**src/rtl/muldiv_pkg.sv**
```systemverilog
// Shared types and constants for the mul/div issue stage and its result selector.
package muldiv_pkg;

  typedef enum logic [2:0] {
    OpMul    = 3'b000,
    OpMulh   = 3'b001,
    OpMulhsu = 3'b010,
    OpMulhu  = 3'b011,
    OpDiv    = 3'b100,
    OpDivu   = 3'b101,
    OpRem    = 3'b110,
    OpRemu   = 3'b111
  } op_e;

  typedef enum logic [1:0] {
    StIdle,
    StLaunch,
    StWait,
    StDone
  } state_e;

  localparam logic [31:0] QuotDivZero = 32'hFFFF_FFFF;
  localparam logic [31:0] SignedMin   = 32'h8000_0000;

  // Operand bit 32 follows the sign of the source only for signed operand positions.
  function automatic logic op_signed_a(op_e op);
    return (op == OpMul) || (op == OpMulh) || (op == OpMulhsu) || (op == OpDiv) || (op == OpRem);
  endfunction

  function automatic logic op_signed_b(op_e op);
    return (op == OpMul) || (op == OpMulh) || (op == OpDiv) || (op == OpRem);
  endfunction

endpackage

```
**src/rtl/muldiv_result_sel.sv**
```systemverilog
// Picks the architectural result from the core's halves, overriding divide-by-zero
// and signed-overflow cases that never reach the core.
module muldiv_result_sel
  import muldiv_pkg::*;
(
  input  op_e         op,
  input  logic [31:0] rs1,
  input  logic [31:0] rs2,
  input  logic [31:0] aval,
  input  logic [32:0] bval,
  output logic        special,
  output logic [31:0] result
);

  logic div_zero;
  logic overflow;

  always_comb begin
    div_zero = op[2] && (rs2 == '0);
    overflow = ((op == OpDiv) || (op == OpRem)) && (rs1 == SignedMin) && (rs2 == QuotDivZero);
    special  = div_zero || overflow;
    result   = '0;
    unique case (op)
      OpMul:                     result = bval[31:0];
      OpMulh, OpMulhsu, OpMulhu: result = {aval[30:0], bval[32]};
      OpDiv, OpDivu: begin
        if (div_zero)      result = QuotDivZero;
        else if (overflow) result = SignedMin;
        else               result = bval[31:0];
      end
      OpRem, OpRemu: begin
        if (div_zero)      result = rs1;
        else if (overflow) result = '0;
        else               result = aval;
      end
      default:           result = '0;
    endcase
  end

endmodule

```
**src/rtl/muldiv_issue.sv**
```systemverilog
// Issue stage for RV32M mul/div: latches operands, launches the shared 33-bit core
// and returns the selected result with a one-cycle done pulse.
module muldiv_issue
  import muldiv_pkg::*;
(
  input  logic        clk,
  input  logic        rst_n,
  input  logic        start,
  input  logic [2:0]  funct3,
  input  logic [31:0] rs1,
  input  logic [31:0] rs2,
  output logic        busy,
  output logic        done,
  output logic [31:0] result,
  output logic        run,
  output logic        div,
  output logic [32:0] opa,
  output logic [32:0] opb,
  input  logic [32:0] aval,
  input  logic [32:0] bval,
  input  logic        ready
);

  state_e      state_q, state_d;
  op_e         op_q;
  logic [32:0] opa_q, opb_q;
  logic        div_q;
  logic [31:0] result_q, result_d;

  op_e         op_in;
  op_e         sel_op;
  logic [31:0] sel_rs1, sel_rs2;
  logic        special;
  logic [31:0] sel_result;
  logic        accept;
  logic        unused_aval;

  assign op_in       = op_e'(funct3);
  assign accept      = (state_q == StIdle) && start;
  assign unused_aval = aval[32];

  // In IDLE the live request feeds the selector so special cases finish on the start edge.
  assign sel_op  = (state_q == StIdle) ? op_in : op_q;
  assign sel_rs1 = (state_q == StIdle) ? rs1 : opa_q[31:0];
  assign sel_rs2 = (state_q == StIdle) ? rs2 : opb_q[31:0];

  muldiv_result_sel u_result_sel (
    .op      (sel_op),
    .rs1     (sel_rs1),
    .rs2     (sel_rs2),
    .aval    (aval[31:0]),
    .bval    (bval),
    .special (special),
    .result  (sel_result)
  );

  always_comb begin
    state_d  = state_q;
    result_d = result_q;
    unique case (state_q)
      StIdle: begin
        if (start) begin
          state_d = special ? StDone : StLaunch;
          if (special) result_d = sel_result;
        end
      end
      StLaunch: state_d = StWait;
      StWait: begin
        if (ready) begin
          state_d  = StDone;
          result_d = sel_result;
        end
      end
      StDone:   state_d = StIdle;
      default:  state_d = StIdle;
    endcase
  end

  always_ff @(posedge clk or negedge rst_n) begin
    if (!rst_n) begin
      state_q  <= StIdle;
      op_q     <= OpMul;
      opa_q    <= '0;
      opb_q    <= '0;
      div_q    <= 1'b0;
      result_q <= '0;
    end else begin
      state_q  <= state_d;
      result_q <= result_d;
      if (accept) begin
        op_q  <= op_in;
        opa_q <= {op_signed_a(op_in) & rs1[31], rs1};
        opb_q <= {op_signed_b(op_in) & rs2[31], rs2};
        div_q <= funct3[2];
      end
    end
  end

  assign busy   = (state_q != StIdle);
  assign done   = (state_q == StDone);
  assign run    = (state_q == StLaunch) || (state_q == StWait);
  assign result = result_q;
  assign div    = div_q;
  assign opa    = opa_q;
  assign opb    = opb_q;

endmodule

```
**config.mk**
```make
export PLATFORM = sky130hd
export DESIGN_NAME = muldiv_issue
export DESIGN_NICKNAME = d
export VERILOG_FILES = /design/src/rtl/muldiv_pkg.sv /design/src/rtl/muldiv_result_sel.sv /design/src/rtl/muldiv_issue.sv
export SDC_FILE = /design/constraint.sdc
export NUM_CORES = 1
export LEC_CHECK = 0
export CAP_MARGIN = 20
export CORE_ASPECT_RATIO = 1.75
export CORE_UTILIZATION = 46
export CTS_CLUSTER_SIZE = 25
export DETAILED_ROUTE_END_ITERATION = 10
export PLACE_DENSITY = 0.84
export SYNTH_ARGS = -nofsm -noshare
export SYNTH_HDL_FRONTEND = slang
export SYNTH_SLANG_ARGS = --single-unit
```
**constraint.sdc**
```tcl
create_clock -name clk -period 7.7 [get_ports clk]
set_input_delay 1.54 -clock clk [delete_from_list [all_inputs] [get_ports clk]]
set_output_delay 1.54 -clock clk [all_outputs]
set_load 0.01 [all_outputs]
```
**After elaboration in Yosys (flattened, before gate mapping)**

Index checks and enable logic that the tools add are counted.
Widths: inputs -> output; s select.

- Bitwise logic cells: 2
- Equal/unequal tests: 19
- Reductions and logical operators: 24
- Mux-type cells: 16

Operators by type and width:

| kind | count |
|---|---|
| $mux 32 | 9 |
| $pmux 32 s4 | 1 |
| $eq 32x32->1 const B | 2 |
| $pmux 32 s2 | 1 |
| $logic_not 32->1 | 1 |
| $eq 3x3->1 const B | 6 |
| $eq 3x2->1 const B | 3 |
| $logic_or 1x1->1 | 9 |
| $pmux 2 s4 | 1 |
| $eq 3x1->1 const B | 2 |
| $logic_not 3->1 | 2 |
| $mux 2 | 3 |
| $ne 2x2->1 const B | 3 |
| $eq 2x2->1 const B | 2 |
| $logic_and 1x1->1 | 4 |
| $reduce_and 4->1 | 1 |
| $reduce_bool 2->1 | 2 |
| $reduce_or 2->1 | 2 |
| $mux 3 | 1 |
| $reduce_or 3->1 | 1 |
| $and 1x1->1 | 2 |
| $eq 2x1->1 const B | 1 |
| $logic_not 2->1 | 1 |
| $reduce_and 2->1 | 1 |

- Register bits after elaboration: 104
- Input port bits: 137
- Logic and storage cells: 67
- Output and inout bits: 102

**Longest topological paths before layout**

- Depth in word-level cells: 12
- Mapped depth: 12
- Mapped depth without buffers: 9

**Modules after synthesis**

Synthesis repeated with hierarchy kept, for this count alone.

- Cells, all modules: 643
- Area total of the unflattened synthesis: 6602.6 um2

By module, submodules not included:

| module | area an instance (um2) | cells each | instances | seq. area each (um2) |
|---|---|---|---|---|
| muldiv_issue | 4832.1 | 313 | 1 | 2577.5 |
| muldiv_result_sel | 1770.4 | 330 | 1 | 0.0 |

**Worst setup path after synthesis**

OpenSTA, ideal clock, no wires.

- Kind: input to register
- From: input rs1[11]
- To: register result_q[10], in the netlist result[10]
- Arrival: 3494 ps
- Slack: 4075 ps
- Buffers on the path: 1
- Data required time: 7570 ps
- Stages on the path: 8
- Setup time: 130 ps
- Path through: or4_1 > nor4_1 > nand4_1 > a2111oi_4 > nor2_2 > buf_6 > a211oi_1 > a211oi_1

- Word-level cells in the longest chain between the ends: 10
- Elaborated cells between the ends (all ways): 16
- Those cells by class: eq/ne: 2; mux: 10; reduce/logical: 4

Ends and longest elaborated chain:

| what | line | text |
|---|---|---|
| start, declared | muldiv_issue.sv:10 | `input logic [31:0] rs1,` |
| $mux 32 * | muldiv_issue.sv:44 | `assign sel_rs1 = (state_q == StIdle) ? rs1 : opa_q[31:0];` |
| $eq 32x32->1 * | muldiv_result_sel.sv:20 | `overflow = ((op == OpDiv) \|\| (op == OpRem)) && (rs1 == SignedMin) && (rs2 == QuotDivZero);` |
| $logic_and 1x1->1 * (2 in series) | muldiv_result_sel.sv:20 |  |
| $mux 32, on equally long branches | muldiv_result_sel.sv:33, muldiv_result_sel.sv:28 |  |
| $mux 32, on equally long branches | muldiv_result_sel.sv:32, muldiv_result_sel.sv:27 |  |
| $pmux 32 s4 | muldiv_result_sel.sv:23 | `unique case (op)` |
| $mux 32 | muldiv_issue.sv:64 | `if (special) result_d = sel_result;` |
| $mux 32 | muldiv_issue.sv:62 | `if (start) begin` |
| $pmux 32 s2 | muldiv_issue.sv:60 | `unique case (state_q)` |
| end signal, assigned | muldiv_issue.sv:89 | `result_q <= result_d;` |
| end, declared | muldiv_issue.sv:28 | `logic [31:0] result_q, result_d;` |

Every way passes the cells marked *; elsewhere a longest branch is shown, timed or not. The select of a mux whose other input is x is not followed.
A chain may end at the register's enable or synchronous reset.

**Final worst setup path**

- From: input rs2[2]
- To: register result_q[23], in the netlist result[23]

- Word-level cells in the longest chain between the ends: 9
- Elaborated cells between the ends (all ways): 17
- Those cells by class: eq/ne: 2; mux: 10; reduce/logical: 5

Ends and longest elaborated chain:

| what | line | text |
|---|---|---|
| start, declared | muldiv_issue.sv:11 | `input logic [31:0] rs2,` |
| $mux 32 * | muldiv_issue.sv:45 | `assign sel_rs2 = (state_q == StIdle) ? rs2 : opb_q[31:0];` |
| $eq 32x32->1 | muldiv_result_sel.sv:20 |  |
| $logic_and 1x1->1 | muldiv_result_sel.sv:20 |  |
| $mux 32, on equally long branches | muldiv_result_sel.sv:33, muldiv_result_sel.sv:28 |  |
| $mux 32, on equally long branches | muldiv_result_sel.sv:32, muldiv_result_sel.sv:27 |  |
| $pmux 32 s4 | muldiv_result_sel.sv:23 |  |
| $mux 32 | muldiv_issue.sv:64 |  |
| $mux 32 | muldiv_issue.sv:62 |  |
| $pmux 32 s2 | muldiv_issue.sv:60 |  |

Marked as above.

==> run_results.csv <==
group,metric,value,unit
outcome,outcome,"finished, final reports clean",
cts,numCtsBuffers,9,
route,post-route-drc-count,0,
timing,worst_pin_slew,1.10,ns
cts,clk_pin_slew_worst_paths,0.07,ns
placement,placed_cells,1005,
global_routing,globalRouteTotalUtil,0.318,
route,viasPerCell,6.07,
critical_path,worstPathRequired,7.91,ns
layout,area_growth,45.5,%
global_routing,grt_max_degree,70,
synth,yosys.cell_count.top_type,"dfrtp_1",
cts,cts_hold_buf,0,
die,core,0.0130,mm2
layout,drive_gt1_frac,0.163,
synth,synth_top_family_by_area,"simple AND/OR/NAND/NOR gates",
die,die_w,89.7,um
hold_path,hold_class,"register to register",
synth,async_flop_share,1.00,
critical_path,r2r_cells,12,
synth,syn-instance-count,631,
synth,synthesis.area,0.00619,mm2
critical_path,crit_arrival,4.86,ns
critical_path,critPathMaxFanout,34,
power_and_ir_drop,p_leak,3.40,nW
cts,cts_tree,"yes",
synth,synth_top_area_frac,0.416,
timing,tns,0,ns
route,drtIter0Drc,310,
route,dr_total_vias,6201,
synth,synth.top_cells.by_area,"dfrtp_1 (42%), mux2_2 (13%), a211oi_2 (5.7%)",
power_and_ir_drop,irDropWorstVdd,0.221,mV
timing,fin_crit_sh,0.604,
die,start_util,0.476,
cts,clock_latency,0.35,ns
power_and_ir_drop,powerDensity,418,mW/mm2
timing,max_freq,215,MHz
layout,num-fill-cells,1027,
synth,synth.distinct_cells,49,
layout,n_antenna_cell,0,
layout,finalNonFillerCells,1022,
route,wire_per_inst,21.6,um
synth,synth_xor_area_frac,0,
synth,seq_area_frac_synth,0.416,
synth,yosys.area_share.simple,0.196,
cts,clockBufferDepth,2,
die,row_count,55,
timing,finalSetupViolCount,0,
critical_path,rrSetupSlack,3.28,ns
critical_path,cp_cell_sequence,"clkdlybuf4s50_1 > nor4b_1 > nand2_1 > a222oi_1 > and2_1 > buf_4 > o31ai_4 > buf_4 > nor2_2 > buf_4 > a211oi_1",
die,die_h,156,um
synth,muxShareOfSynthArea,0.180,
route,wl_met1,7580,um
critical_path,r2r_end,"result[23]$_DFFE_PN0P_",
global_routing,antenna_found_initial,0,
power_and_ir_drop,p_total,0.00377,W
cts,clkSinkCount,103,
synth,ys_ff_latch,103,
synth,ys_warn_count,0,
hold_path,min_from,"result[30]$_DFFE_PN0P_",
die,die_area,0.0140,mm2
synth,avgSynthCellArea,9.82,um2
critical_path,slowest_stage,"a222oi_1",
cts,htreeDepth,3,
global_routing,overflow,0,
route,met3_length,1650,um
synth,synth_nets,771,
synth,synthAdderAreaFrac,0.00606,
route,met2_length,11400,um
critical_path,cpMostUsedCell,"buf_4",
synth,ys.flop_type,"dfrtp_1",
route,dr.pass1.iters,5,
timing,skew,0.0116,ns
timing,post-route-min-period,4.65,ns
synth,synth_compound_area_frac,0.163,
cts,cts.repair.resized,0,
global_routing,grt_pass1_wl,34500,um
route,routed.top_layer,"met4",
critical_path,worst_setup_path_start_kind,"input port",
hold_path,hold_end,"result[30]$_DFFE_PN0P_",
critical_path,crit_type,"input port to register",
layout,layout.nets,986,
timing,rsz0062_at_grt,"false",
placement,portBuffers,237,
cts,cts_setup_buffers,0,
hold_path,hold_path_depth,2,
timing,hold_viol_final,0,
placement,dp_hpwl,16600,um
die,ios,239,
synth,synth_edf_count,0,
cts,root_buffer,"clkbuf_16",
job,cap_violations,0,
synth,synthTopCellsByCount,"dfrtp_1 (103), nand2_1 (78), mux2_2 (69), nor3_1 (69), o21ai_0 (39)",
critical_path,worstSetupEndpointType,"register",
critical_path,reg2reg_from,"state_q[1]$_DFFE_PN0P_",
timing,maxSlewHeadroom,0.263,
critical_path,cp_slowest_stage_delay,0.69,ns
route,routed_wl,22100,um
timing,slew_viol_final,0,
global_routing,grt_pass1_vias,6458,
route,antenna_left,0,
placement,gp_congestion,0.940,
synth,yosysTopAreaCell,"dfrtp_1",
power by group:
| part | internal (W) | switching (W) | total (W) |
|---|---|---|---|
| sequential | 0.000828 | 0.000265 | 0.00109 |
| combinational | 0.00111 | 0.00110 | 0.00221 |
| clock | 0.000238 | 0.000225 | 0.000462 |
| total | 0.00218 | 0.00159 | 0.00377 |
sequential cells by signal, summed over array words and instances, names as in the netlist:
| signal | flops |
|---|---|
| op_q | 3 |
| opa | 33 |
| opb | 33 |
| result | 32 |
| state_q | 2 |
kinds of logic (layout without fill, tap and decap cells):
group | Yosys count | in the layout
AND/OR/NAND/NOR | 248 | 248
AO/OA/AOI/OAI | 125 | 125
multiplexers | 103 | 103
flip-flops | 103 | 103
buffers and inverters | 49 | 269
adder cells (fa/ha/maj) | 3 | 3
per-stage QoR:
stage                     utilization  hold WS (ns)  setup slack, ns  area (um2)
final                           0.693         0.491             3.05        9010
after global routing            0.693         0.533             2.81        9010
after CTS                       0.691         0.498             3.10        8980
after detailed placement        0.667         0.481             2.74        8680
after global placement          0.667         0.468             2.85        8680
after floorplan                     -         0.503             4.08        6190
critical path, delay by kind of cell:
family | cells | cell delay [ns]
AND/OR/NAND/NOR | 4 | 0.87
buffers and inverters | 4 | 1.48
AO/OA/AOI/OAI | 3 | 0.93
routing by layer:
metal | vias to the layer above | global-route usage
met5 | - | 0
met4 | 0 | 0.212
met3 | 89 | 0.0621
met2 | 344 | 0.557
met1 | 2971 | 0.350
li1 | 2797 | -
cells in the final DEF, fill, tap and decap left out, types with 3 or more instances in the layout:
cell type / instances
or4_1: 4
nand4_1: 15
o21ai_0: 39
nor4b_1: 3
a21oi_1: 6
dfrtp_1: 103
nor3_1: 69
nor2_1: 36
nand2_1: 77
buf_4: 12
nor4_1: 22
a211oi_1: 32
clkbuf_16: 9
nand3_1: 6
inv_1: 3
and4b_1: 5
clkdlybuf4s50_1: 236
a211oi_2: 28
mux2i_1: 33
mux2_2: 69
cell type report:
cell class / count / area [um2] / area share
flip-flops and latches: 103 / 2580 / 0.286
well taps: 171 / 214 / 0.0237
repair buffers: 249 / 2480 / 0.275
multi-input cells: 479 / 3420 / 0.380
inverters: 4 / 15.0 / 0.00167
clock buffers: 10 / 239 / 0.0265
clock inverters: 6 / 63.8 / 0.00708
worst max path at each step:
stage,from,endpoint,slack (ns),cells past startpoint
after floorplan,rs1[11],result[10]$_DFFE_PN0P_,4.08,8
after global placement,rs2[2],result[22]$_DFFE_PN0P_,2.85,11
after detailed placement,rs2[2],result[2]$_DFFE_PN0P_,2.74,11
after CTS,rs2[2],result[14]$_DFFE_PN0P_,3.10,11
after global routing,rs2[2],result[21]$_DFFE_PN0P_,2.81,11
final,rs2[2],result[23]$_DFFE_PN0P_,3.05,11
Note: power is estimated with default switching activity, not from simulation.
